<file path="src/rtl/div_seq_ctrl.sv">
// Sequencing controller around a 32-bit unsigned multicycle divider core.
// It implements RISC-V DIV/DIVU/REM/REMU and resolves the special cases locally.
module div_seq_ctrl #(
  parameter int WIDTH = 32
) (
  input  logic             clk,
  input  logic             rst,
  input  logic             req_valid,
  output logic             req_ready,
  input  logic [1:0]       req_op,
  input  logic [WIDTH-1:0] req_a,
  input  logic [WIDTH-1:0] req_b,
  input  logic             kill,
  output logic             resp_valid,
  input  logic             resp_ready,
  output logic [WIDTH-1:0] resp_data,
  output logic             busy,
  output logic [WIDTH-1:0] div_a,
  output logic [WIDTH-1:0] div_b,
  output logic             div_start,
  input  logic             div_busy,
  input  logic [WIDTH-1:0] div_q,
  input  logic [WIDTH-1:0] div_r
);

  typedef enum logic [2:0] {
    S_IDLE, S_ISSUE, S_ARM, S_WAIT, S_DONE, S_DRAIN
  } state_e;

  localparam logic [WIDTH-1:0] MIN_NEG = {1'b1, {(WIDTH-1){1'b0}}};
  localparam logic [WIDTH-1:0] ALL_ONE = '1;

  state_e           state_q;
  logic             rem_q, sa_q, sb_q, seen_busy_q, resp_valid_q;
  logic [WIDTH-1:0] resp_data_q, div_a_q, div_b_q;

  logic             is_signed, sa_d, sb_d, ovf_d, small_d;
  logic [WIDTH-1:0] mag_a_d, mag_b_d, q_fix_d, r_fix_d;

  // Operand decode: 0x80000000 negates to itself and reads as an unsigned magnitude.
  always_comb begin
    is_signed = ~req_op[0];
    sa_d      = is_signed & req_a[WIDTH-1];
    sb_d      = is_signed & req_b[WIDTH-1];
    mag_a_d   = sa_d ? -req_a : req_a;
    mag_b_d   = sb_d ? -req_b : req_b;
    ovf_d     = is_signed && (req_a == MIN_NEG) && (req_b == ALL_ONE);
    small_d   = mag_a_d < mag_b_d;
    q_fix_d   = (sa_q ^ sb_q) ? -div_q : div_q;
    r_fix_d   = sa_q ? -div_r : div_r;
  end

  always_ff @(posedge clk) begin
    if (rst) begin
      state_q      <= S_IDLE;
      rem_q        <= 1'b0;
      sa_q         <= 1'b0;
      sb_q         <= 1'b0;
      seen_busy_q  <= 1'b0;
      resp_valid_q <= 1'b0;
      resp_data_q  <= '0;
      div_a_q      <= '0;
      div_b_q      <= '0;
    end else begin
      case (state_q)
        S_IDLE: begin
          if (req_valid && !kill) begin
            rem_q <= req_op[1];
            sa_q  <= sa_d;
            sb_q  <= sb_d;
            if (req_b == '0) begin
              resp_data_q  <= req_op[1] ? req_a : ALL_ONE;
              resp_valid_q <= 1'b1;
              state_q      <= S_DONE;
            end else if (ovf_d) begin
              resp_data_q  <= req_op[1] ? '0 : MIN_NEG;
              resp_valid_q <= 1'b1;
              state_q      <= S_DONE;
            end else if (small_d) begin
              resp_data_q  <= req_op[1] ? req_a : '0;
              resp_valid_q <= 1'b1;
              state_q      <= S_DONE;
            end else begin
              div_a_q <= mag_a_d;
              div_b_q <= mag_b_d;
              state_q <= S_ISSUE;
            end
          end
        end
        S_ISSUE: state_q <= kill ? S_IDLE : S_ARM;
        S_ARM: begin
          if (kill) begin
            seen_busy_q <= div_busy;
            state_q     <= S_DRAIN;
          end else if (div_busy) begin
            state_q <= S_WAIT;
          end
        end
        S_WAIT: begin
          // The core has already been seen busy here, so draining only waits for it to fall.
          if (kill) begin
            seen_busy_q <= 1'b1;
            state_q     <= S_DRAIN;
          end else if (!div_busy) begin
            resp_data_q  <= rem_q ? r_fix_d : q_fix_d;
            resp_valid_q <= 1'b1;
            state_q      <= S_DONE;
          end
        end
        S_DONE: begin
          if (kill || resp_ready) begin
            resp_valid_q <= 1'b0;
            state_q      <= S_IDLE;
          end
        end
        S_DRAIN: begin
          if (seen_busy_q && !div_busy) begin
            seen_busy_q <= 1'b0;
            state_q     <= S_IDLE;
          end else if (div_busy) begin
            seen_busy_q <= 1'b1;
          end
        end
        default: state_q <= S_IDLE;
      endcase
    end
  end

  assign req_ready  = (state_q == S_IDLE) && !kill;
  assign div_start  = (state_q == S_ISSUE) && !kill;
  assign busy       = (state_q != S_IDLE);
  assign resp_valid = resp_valid_q;
  assign resp_data  = resp_data_q;
  assign div_a      = div_a_q;
  assign div_b      = div_b_q;

endmodule

</file>
<file path="config.mk">
export PLATFORM = sky130hd
export DESIGN_NAME = div_seq_ctrl
export DESIGN_NICKNAME = d
export VERILOG_FILES = /design/src/rtl/div_seq_ctrl.sv
export SDC_FILE = /design/constraint.sdc
export NUM_CORES = 1
export LEC_CHECK = 0
export CORE_MARGIN = 3
export CORE_UTILIZATION = 53
export CTS_BUF_LIST = sky130_fd_sc_hd__clkbuf_4 sky130_fd_sc_hd__clkbuf_8
export CTS_CLUSTER_DIAMETER = 80
export CTS_CLUSTER_SIZE = 8
export DETAILED_ROUTE_END_ITERATION = 10
export HOLD_SLACK_MARGIN = 0.05
export PLACE_DENSITY_LB_ADDON = 0.2
export REMOVE_ABC_BUFFERS = 1
export SLEW_MARGIN = 10
export SYNTH_ARGS = -nofsm -noshare
export SYNTH_HDL_FRONTEND = slang
export SYNTH_SLANG_ARGS = --single-unit
</file>
<file path="constraint.sdc">
create_clock -name clk -period 9.8 [get_ports clk]
set_input_delay 1.96 -clock clk [delete_from_list [all_inputs] [get_ports clk]]
set_output_delay 1.96 -clock clk [all_outputs]
set_load 0.01 [all_outputs]
</file>
Word level (Yosys, flattened, before mapping)
Cells that the tools add are included.
Cells by class
  reductions and logical operators: 21
  bitwise gates (word level): 7
  add/sub/neg operators: 4
  eq/ne operators: 18
  muxes and demuxes: 40
  $lt $le $gt $ge: 1
Operators with widths (number)
  $mux W32: 14
  $neg A32 Y32: 4
  $eq A32 B32 Y1 const B: 2
  $pmux W32 S2: 1
  $logic_not A32 Y1: 1
  $lt A32 B32 Y1: 1
  $mux W3: 10
  $pmux W3 S6: 1
  $reduce_and A5 Y1: 3
  $ne A2 B2 Y1 const B: 7
  $mux W1: 11
  $ne A3 B3 Y1 const B: 3
  $reduce_bool A3 Y1: 3
  $eq A3 B2 Y1 const B: 2
  $eq A3 B3 Y1 const B: 2
  $logic_and A1 B1 Y1: 6
  $pmux W1 S3: 2
  $reduce_and A6 Y1: 1
  $ne A4 B4 Y1 const B: 1
  $not A1 Y1: 4
  $reduce_and A4 Y1: 1
  $eq A3 B1 Y1 const B: 1
  $logic_not A3 Y1: 1
  $and A1 B1 Y1: 2
  6 further kinds: 7
Word-level totals
  register bits after elaboration: 104
  output and inout bits: 100
  logic and storage cells: 100

Depth between registers and ports, before layout
  word-level depth: 9
  gate-level depth with buffers: 20
  depth with buffers taken out: 17

Worst setup path after synthesis
OpenSTA, ideal clock, no wires.
  path kind: in2reg
  from: in req_b[0]
  to: reg div_a_q[3], in the netlist div_a[3]
  buffers on the path: 2
  data required time: 9672 ps
  arrival time: 5665 ps
  cell stages on the path: 18
  setup time: 128 ps
  slack: 4007 ps
  cells stage by stage: or4_1 -> nor4_2 -> nand2_1 -> nor2_2 -> nand2_1 -> o41ai_1 -> xor2_1 -> ha_1 -> and2_0 -> a221o_1 -> a221oi_1 -> o21ai_0 -> a21oi_1 -> nor4_2 -> buf_4 -> buf_4 -> mux2i_1 -> nor2_1
On the way
  cells in the longest elaborated chain, start to end: 5
  elaborated cells on any way between the ends: 10
Ends and longest elaborated chain
  from (decl): line 12  | input logic [WIDTH-1:0] req_b,
  $neg A32 Y32: line 46  | mag_b_d = sb_d ? -req_b : req_b;
  $mux W32: line 46
  $lt A32 B32 Y1: line 48  | small_d = mag_a_d < mag_b_d;
  $not A1 Y1 (no line)
  $reduce_and A5 Y1 (no line) (*)
  to (signal assigned): line 84  | div_a_q <= mag_a_d;
  to (decl): line 35  | logic [WIDTH-1:0] resp_data_q, div_a_q, div_b_q;
Every way passes the cells marked *; elsewhere a longest branch is shown, timed or not.
A chain may end at the register's enable or synchronous reset.

Worst setup path after layout
  from: in req_b[0]
  to: reg resp_data_q[25], in the netlist resp_data[25]
On the way
  cells in the longest elaborated chain, start to end: 6
  elaborated cells on any way between the ends: 12
Ends and longest elaborated chain
  branches (longest 6 deep; another with $neg A32 Y32)
  to (signal assigned): line 72  | resp_data_q <= req_op[1] ? req_a : ALL_ONE;
  to (signal assigned): line 76  | resp_data_q <= req_op[1] ? '0 : MIN_NEG;
  to (signal assigned): line 80  | resp_data_q <= req_op[1] ? req_a : '0;
  to (decl): line 35
Parallel ways; which one is timed is not known. The select of a mux whose other input is x is not followed.

==> flow_summary.json <==
{
  "grt_pass1_wl_um": 39700,
  "area_growth_pct": 31.8,
  "cts.sinks": 104,
  "cts_root_buffer": "clkbuf_8",
  "grt-ovfl-total": 0,
  "yosysTopAreaCell": "dfxtp_1",
  "irDropWorstVdd_mv": 0.0662,
  "grt_pass1_vias": 7721,
  "routed_wl_um": 25200,
  "n_fill_cell": 1187,
  "first_iter_violations": 784,
  "cp.arrival_ns": 7.31,
  "placed_cells": 1378,
  "rsz0062_at_grt": "false",
  "via_per_inst": 5.99,
  "ys_warn_count": 0,
  "ys_seq_area_share_pct": 26.3,
  "hold_viol_final": 0,
  "fin_crit_ns": 7.02,
  "crit_path_end_kind": "register",
  "post_cts_buffers": 0,
  "post_cts_resized": 0,
  "setup.worst_path.start_class": "input pin",
  "cp_max_fo": 48,
  "max_cap_violations": 0,
  "synthFlopType": "dfxtp_1",
  "synth_edf_count": 0,
  "max_freq_mhz": 142,
  "wl_per_cell_um": 18.1,
  "status": "completed",
  "netlist_top_cells_area": "dfxtp_1 (26%), nor2_1 (7.6%), xor2_1 (7.5%)",
  "grt_start_max_net_pins": 95,
  "ctsHtreeMaxLevel": 3,
  "worst_slew_pin_slew_ns": 1.18,
  "syn_avg_cell_area_um2": 7.77,
  "final_util_pct": 71.5,
  "p_leak_nw": 3.54,
  "place_hpwl_um": 19700,
  "row_count": 44,
  "io_pins": 236,
  "report.final.slew_viol_count": 0,
  "ctsHoldBuffers": 0,
  "synth_cell_types": 68,
  "grt_use_total_pct": 29.8,
  "final_antenna_net_count": 0,
  "synthTopCellsByCount": "nor2_1 (160), dfxtp_1 (104), xor2_1 (68), o21ai_0 (62), a21oi_1 (59)",
  "cp_common_cell": "nand2_1",
  "yosysMostFrequentCell": "nor2_1",
  "design_area_um2": 10400,
  "antenna_found_initial": 0,
  "nets": 1377,
  "async_flop_share_pct": 0,
  "post-route-period-util_pct": 71.7,
  "placed_area_um2": 10200,
  "io_buffers": 235,
  "finalClockSkew_ns": 0.0165,
  "hold_class": "register to register",
  "cts-buffers-inserted": 9,
  "critPathRequiredTime_ns": 10.09,
  "gp_congestion": 0.931,
  "synthesis.area_um2": 7910,
  "via_count": 8348,
  "initial_core_util_pct": 54.2,
  "cts_buffer_depth": 2,
  "critical_path_class": "input pin to register",
  "crit_path_cell_trace": "clkdlybuf4s50_1 > or4_1 > nor4_2 > nand2_1 > nor2_2 > nand2_1 > o41ai_1 > xor2_1 > ha_1 > and2_0 > a221o_1 > a221oi_1 > o21ai_0 > a21oi_1 > o21a_2 > nor2_1 > a211oi_1",
  "syn_inst": 1018,
  "die_area_um2": 16400,
  "n_antenna_cell": 0,
  "coreArea_um2": 14600,
  "drtPass1Iterations": 6,
  "instances_no_fill": 1394,
  "power.density_nw_per_um2": 114,
  "hold_slack_ns": 0.493,
  "cts_tree": "built",
  "drive_above_1_share_pct": 4.05,
  "slew_headroom_pct": 21.3,
  "p_total_w": 0.00119,
  "synth_top_area_share_pct": 26.3,
  "clock_latency_ns": 0.39,
  "die_y_um": 128,
  "synth_seq_cells": 104,
  "slowest_stage": "o21a_2",
  "slowest_delay_ns": 0.79,
  "setup_viol": 0,
  "die_w_um": 128,
  "route.detailed.drc": 0,
  "clkSlewWorstSetupHoldPaths_ns": 0.10
}
[stage by stage]
step / setup slack [ns] / setup TNS [ns]
finish: 2.78 / 0
global route: 2.32 / 0
CTS: 2.85 / 0
detailed placement: 2.52 / 0
global placement: 2.68 / 0
floorplan: -0.332 / -18.80
[power by group]
part	internal [W]	switching, W	leakage [nW]	total, W
clock	0.000104	0.000157	0.0896	0.000261
sequential	0.000459	0.0000265	0.847	0.000486
combinational	0.000216	0.000226	2.61	0.000441
[cells in the final DEF (no fill, tap or decap), types with 4 or more instances in the layout]
cell	count
or3_1	6
and2_1	4
nand3_1	7
nor3b_1	7
nand4_1	12
and4_1	4
nor2_1	160
o21ai_0	62
buf_4	5
mux2i_1	33
a21o_1	4
dfxtp_1	104
o211ai_1	7
nand2b_1	17
clkdlybuf4s50_1	234
xnor2_1	52
or4_1	14
nand2_1	50
and3_1	7
ha_1	36
xor2_1	68
o21a_1	4
a31oi_1	8
clkbuf_8	10
o22ai_1	22
nor2b_1	19
nor4_1	16
a31o_2	6
inv_1	15
a211oi_1	51
o41ai_1	14
o31ai_1	18
a21oi_1	59
nor3_1	30
[cell type report]
| type | instances | area (um^2) | area share (%) |
|---|---|---|---|
| well taps | 184 | 230 | 2.21 |
| repair buffers | 239 | 2380 | 22.8 |
| multi-input cells | 836 | 5490 | 52.7 |
| flip-flops and latches | 104 | 2080 | 20.0 |
| clock buffers | 11 | 145 | 1.39 |
| clock inverters | 5 | 41.3 | 0.396 |
| inverters | 15 | 56.3 | 0.540 |
[state kept, by name, indices dropped and copies added, names as in the netlist]
| signal | cells |
|---|---|
| rem_q | 1 |
| state_q | 3 |
| sa_q | 1 |
| div_b | 32 |
| div_a | 32 |
| resp_data | 32 |
| resp_valid | 1 |
| seen_busy_q | 1 |
| sb_q | 1 |
[kinds of logic (layout without fill, tap and decap cells)]
| logic type | after synthesis | in the layout | synth area share [%] |
|---|---|---|---|
| AND/OR/NAND/NOR | 369 | 369 | 23.1 |
| adder cells (fa/ha/maj) | 36 | 36 | 5.70 |
| multiplexers | 33 | 33 | 4.18 |
| flip-flops | 104 | 104 | 26.3 |
| AO/OA/AOI/OAI | 278 | 278 | 23.1 |
| XOR/XNOR | 120 | 120 | 13.3 |
| buffers and inverters | 78 | 270 | 4.35 |
[critical path, delay by kind of cell]
kind,cells,cell delay [ns]
xor+xnor,1,0.23
buf+inv,1,0.53
simple gates,7,1.73
fa+ha+maj,1,0.27
compound gates,7,2.59
[metal layers]
layer / wire length, um / track usage, % / vias up
li1: - / - / 4074
met1: 10800 / 40.1 / 3800
met2: 11700 / 49.0 / 429
met3: 2070 / 4.67 / 45
met4: 597 / 9.80 / 0
met5: 0 / 0 / -
[final timing paths]
kind / start / endpoint / slack, ns / cells after the start
setup / recovery: req_b[0] / resp_data[25]$_SDFFE_PP0P_ / 2.78 / 17
hold reg to reg: resp_data[29]$_SDFFE_PP0P_ / resp_data[29]$_SDFFE_PP0P_ / 0.49 / 2
hold / removal: resp_data[29]$_SDFFE_PP0P_ / resp_data[29]$_SDFFE_PP0P_ / 0.49 / 2
setup reg to reg: state_q[1]$_SDFFE_PP0P_ / resp_data[25]$_SDFFE_PP0P_ / 6.61 / 6
Power figures use the tool's default switching activity.
